[config.mk]
export PLATFORM = sky130hd
export DESIGN_NAME = seq_det_moore_param_flat
export DESIGN_NICKNAME = d
export VERILOG_FILES = /design/src/rtl/seq_det_moore_param_if.sv /design/src/rtl/seq_det_moore_param.sv /design/src/flat_wrapper.sv
export SDC_FILE = /design/constraint.sdc
export NUM_CORES = 1
export LEC_CHECK = 0
export CORE_UTILIZATION = 40
export CTS_CLUSTER_DIAMETER = 60
export DETAILED_ROUTE_END_ITERATION = 10
export SKIP_CTS_REPAIR_TIMING = 1
export SLEW_MARGIN = 10
export SYNTH_ARGS = -nofsm -noshare
export SYNTH_HDL_FRONTEND = slang
export SYNTH_SLANG_ARGS = --single-unit
[constraint.sdc]
create_clock -name clk -period 5.3 [get_ports clk]
set_input_delay 1.325 -clock clk [delete_from_list [all_inputs] [get_ports clk]]
set_output_delay 1.325 -clock clk [all_outputs]
set_load 0.01 [all_outputs]
[src/rtl/seq_det_moore_param_if.sv]
// Serial-stream bundle for seq_det_moore_param: bit input with valid, detect pulse and count.
// With SEQ_DET_STICKY_EN defined it also carries clr_sticky / det_sticky.
interface seq_det_moore_param_if #(
    parameter int CNT_W = 8
);
    logic             in_valid;
    logic             in_seq;
    logic             det_out;
    logic [CNT_W-1:0] det_count;
`ifdef SEQ_DET_STICKY_EN
    logic             clr_sticky;
    logic             det_sticky;

    modport master (output in_valid, in_seq, clr_sticky, input det_out, det_count, det_sticky);
    modport slave  (input in_valid, in_seq, clr_sticky, output det_out, det_count, det_sticky);
`else
    modport master (output in_valid, in_seq, input det_out, det_count);
    modport slave  (input in_valid, in_seq, output det_out, det_count);
`endif
endinterface

[src/rtl/seq_det_moore_param.sv]
// Parametrised Moore sequence detector with input-valid qualifier and saturating detection count.
// Optional sticky detect flag is enabled by defining SEQ_DET_STICKY_EN.
module seq_det_moore_param #(
    parameter int                 PAT_LEN = 4,
    parameter logic [PAT_LEN-1:0] PATTERN = 4'b1100,
    parameter bit                 OVERLAP = 1'b0,
    parameter int                 CNT_W   = 8
) (
    input  logic                  clk,
    input  logic                  rst,
    seq_det_moore_param_if.slave  bus
);

    if (PAT_LEN < 2) begin : g_bad_pat_len
        $error("seq_det_moore_param: PAT_LEN must be at least 2");
    end

    localparam int                FILL_W = $clog2(PAT_LEN + 1);
    localparam logic [FILL_W-1:0] FULL   = FILL_W'(PAT_LEN);
    localparam logic [FILL_W-1:0] ARMED  = FILL_W'(PAT_LEN - 1);

    function automatic logic [CNT_W-1:0] sat_inc(input logic [CNT_W-1:0] v);
        return (&v) ? v : v + 1'b1;
    endfunction

    function automatic logic [FILL_W-1:0] sat_fill(input logic [FILL_W-1:0] v);
        return (v >= FULL) ? FULL : v + 1'b1;
    endfunction

    logic [PAT_LEN-2:0] hist;
    logic [FILL_W-1:0]  fill;
    logic [PAT_LEN-1:0] cand_p0;
    logic               match_p0;
    logic [FILL_W-1:0]  fill_nxt_p0;
    logic               det_p1;
    logic [CNT_W-1:0]   cnt_p1;

    // Stage 0: candidate word and match decision for the bit presented this cycle.
    always_comb begin
        cand_p0     = {hist, bus.in_seq};
        match_p0    = bus.in_valid && (cand_p0 == PATTERN) && (fill >= ARMED);
        fill_nxt_p0 = sat_fill(fill);
        if (match_p0) begin
            // Overlap keeps the history usable; non-overlap discards every matched bit.
            fill_nxt_p0 = OVERLAP ? FULL : '0;
        end
    end

    // Stage 1: history update and registered Moore outputs.
    always_ff @(posedge clk) begin
        if (!rst) begin
            hist   <= '0;
            fill   <= '0;
            det_p1 <= 1'b0;
            cnt_p1 <= '0;
        end else begin
            if (bus.in_valid) begin
                hist <= cand_p0[PAT_LEN-2:0];
                fill <= fill_nxt_p0;
            end
            det_p1 <= match_p0;
            if (match_p0) begin
                cnt_p1 <= sat_inc(cnt_p1);
            end
        end
    end

    assign bus.det_out   = det_p1;
    assign bus.det_count = cnt_p1;

`ifdef SEQ_DET_STICKY_EN
    logic sticky_p1;

    // A match on the same edge as a clear leaves the flag set.
    always_ff @(posedge clk) begin
        if (!rst) begin
            sticky_p1 <= 1'b0;
        end else if (match_p0) begin
            sticky_p1 <= 1'b1;
        end else if (bus.clr_sticky) begin
            sticky_p1 <= 1'b0;
        end
    end

    assign bus.det_sticky = sticky_p1;
`endif

endmodule

[src/flat_wrapper.sv]
// flat-port wrapper written by rule: the top's interface ports become plain ports
module seq_det_moore_param_flat 
#(
    parameter int                 PAT_LEN = 4,
    parameter logic [PAT_LEN-1:0] PATTERN = 4'b1100,
    parameter bit                 OVERLAP = 1'b0,
    parameter int                 CNT_W   = 8
)
  (clk, rst, bus_in_valid, bus_in_seq, bus_det_out, bus_det_count);
  seq_det_moore_param_if #(.CNT_W(CNT_W)) bus_i ();
  input  logic clk;
  input  logic rst;
  input wire logic [$bits(bus_i.in_valid)-1:0] bus_in_valid;
  input wire logic [$bits(bus_i.in_seq)-1:0] bus_in_seq;
  output wire logic [$bits(bus_i.det_out)-1:0] bus_det_out;
  output wire logic [$bits(bus_i.det_count)-1:0] bus_det_count;
  assign bus_i.in_valid = bus_in_valid;
  assign bus_i.in_seq = bus_in_seq;
  assign bus_det_out = bus_i.det_out;
  assign bus_det_count = bus_i.det_count;
  seq_det_moore_param #(.PAT_LEN(PAT_LEN), .PATTERN(PATTERN), .OVERLAP(OVERLAP), .CNT_W(CNT_W)) u_core (.clk(clk), .rst(rst), .bus(bus_i));
endmodule
==> metrics.txt <==
outcome finished, final reports clean; Initial Util 44.2%; RSZ-0062 raised after global routing no; post-synthesis sequential area ratio 44.0%; Storage cell area 300 um2; antenna-violating nets left 0; total number of vias 580; VDD IR-drop max 0.141 mV; Post-Synth Simple-Gate Area 27.5%; Reg2Reg Depth 4; WL per Instance 11.9 um; clk_lat worst skew 0.28 ns; die width 43.3 um; ant diodes 0; Post-Route WL 1.25 mm; total grt overflow 0; Placer Congestion 0.725; Hold Path End u_core.hist[2]; worst slew pin tran 0.528 ns; fillers 157; vias in the first global route 476; port buffer count 12; initial DRC count 26; post-synthesis adder-cell area fraction 3.67%; Synth area leader dfxtp_1; CP arrival 3.40 ns; crit path time final 3.22 ns; average size of a mapped cell 8.86 um2; crit-path max FO 17; synthesis-to-finish area growth 22.0%; main combinational cell family by area after synthesis simple AND/OR/NAND/NOR gates; largest stage delay on the critical path 0.65 ns; Reg clk slew, reported paths 0.09 ns; Mapped Nets 83; largest net degree at the start of global routing 18; DPL Wire Length 866 um; setup total negative slack 0 ns; clock buffer depth 2; Vias/cell 5.52; critical path cell sequence clkdlybuf4s50_1 > nand2_1 > or3_1 > or4b_1 > o211a_1; mux cell area share after synthesis 5.87%; Synth top area share 44.0%; TritonCTS clock tree built; Worst slew margin 64.7%; multi-input logic area 357 um2; Area contributors post-synth dfxtp_1 44%, a21oi_1 5.9%, mux2i_1 5.9%; Pleak 0.000288 uW; fin. max-slew vios 0; PD cells 231 nW/um2; first-pass GRT wire length 2.10 mm; dpl ws 1.77 ns; Initial DRT Pass Iterations 4; Max Freq 310 MHz; Mapped Area 682 um2; Worst path slowest cell clkdlybuf4s50_1; number of antenna violations at the first check in global routing 0; Post-route DRC 0; crit path kind input pin to flip-flop; CTS Buf Count 3; Setup violations, final 0; Core Util, Final 54.0%; reg2reg start u_core.hist[0]; period utilization 60.8%; Root Buffer clkbuf_4; H-tree levels 1; core region area 1540 um2; Synth Warn # 0; die area 1870 um2; Layout Nets 96; post-synthesis instance total 77; Die Span Y 43.3 um; top-level port count 13; Max Cap Viol 0; critical path endpoint category flip-flop; register bit count reported by yosys 15; r2r endpoint u_core.bus.det_count[6]; worst min-delay path class flip-flop to flip-flop; fraction of the mapped netlist area in compound gates 15.2%; clock sink count 15; # rows 14; Setup Skew 0.00117 ns; Setup crit start kind input pin; Crit path required time 5.48 ns; Worst Slack Setup Final 2.08 ns; Post-Synth XOR/XNOR Area 0%; Pwr Total 192 uW; gr usage total 15.3%; Hold Path Origin u_core.hist[2]; share of layout cells above drive strength 1 4.49%; Hold Path Depth 2; FF-to-FF setup slack 3.23 ns; Cell variety after synth 28; Hold Fails Final Rpt 0
area by class of cell:
cell class,count,share of cell area [%]
clock inverter,1,0.602
sequential,15,36.1
timing repair buffer,12,14.4
tap,16,2.41
clock buffer,3,2.71
multi-input combinational,56,42.9
inverter,2,0.902
worst max-delay path, delay by kind of cell:
family	cells	cell delay [ns]
AOI/OAI and AO/OA	1	0.13
buffers and inverters	1	0.65
and+or+nand+nor	3	1.29
cell usage after synthesis:
library cell,count
nor2_1,8
a21oi_1,8
nor2b_1,1
o41ai_1,2
or3b_1,1
or4_1,3
or3_1,2
o21ai_0,1
ha_1,2
o311ai_1,1
and2_1,1
mux2i_1,4
o31ai_1,2
nor4_1,1
nand2_1,6
nand4_1,2
inv_1,2
nor3_1,1
o211a_1,1
clkbuf_1,2
a211oi_1,1
nand4b_1,1
or4b_1,1
nand2b_1,3
dfxtp_1,15
buf_2,2
nor3b_1,1
nand3_1,2
sequential cells by signal, indices dropped and copies added (netlist names):
signal / count
u_core.bus.det_count: 8
u_core.bus.det_out: 1
u_core.fill: 3
u_core.hist: 3
report_power, final:
part | internal [uW] | switching, uW
clock network | 28.0 | 37.9
registers | 115 | 1.56
logic | 5.18 | 5.18
layout by cell type, fill, tap and decap left out, drive strengths merged, types with 2 or more instances in the layout:
| cell type | count |
|---|---|
| nand2b | 3 |
| nor2 | 8 |
| or3 | 2 |
| clkdlybuf4s50 | 12 |
| clkbuf | 3 |
| a21oi | 8 |
| or4 | 3 |
| inv | 2 |
| nand2 | 6 |
| ha | 2 |
| nand4 | 2 |
| nand3 | 2 |
| dfxtp | 15 |
| o41ai | 2 |
| o31ai | 2 |
| mux2i | 4 |
routing by layer:
metal  global-route usage [%]  wire, um  vias up
li1                         -         -      308
met4                     9.09        13        0
met5                        0         0        -
met1                     22.8       665      258
met3                     5.11        43        2
met2                     18.5       526       12
worst max-delay path by stage:
stage / cells after the start / slack, ns / endpoint / from
floorplan: 5 / 2.42 / u_core.bus.det_count[6] / bus_in_seq
global placement: 5 / 1.81 / u_core.bus.det_count[6] / bus_in_seq
detailed placement: 5 / 1.77 / u_core.bus.det_count[6] / bus_in_valid
CTS: 5 / 2.09 / u_core.bus.det_count[6] / bus_in_valid
global route: 5 / 1.97 / u_core.bus.det_count[6] / bus_in_valid
finish: 5 / 2.08 / u_core.bus.det_count[6] / bus_in_valid
logic make-up (layout without fill, tap and decap cells):
logic type,Yosys count,in the layout
AND/OR/NAND/NOR,34,34
AO/OA/AOI/OAI,16,16
flip-flops,15,15
buffers and inverters,6,18
multiplexers,4,4
adder cells (fa/ha/maj),2,2
through the flow:
step                      cells  cell area, um2  hold WS (ns)
after floorplan              77             682         0.444
after global placement      101             805         0.473
after detailed placement    101             805         0.465
after CTS                   105             832         0.480
after global routing        105             832         0.524
final                       105             832         0.481
No activity file was read; power rests on OpenSTA's default activity.
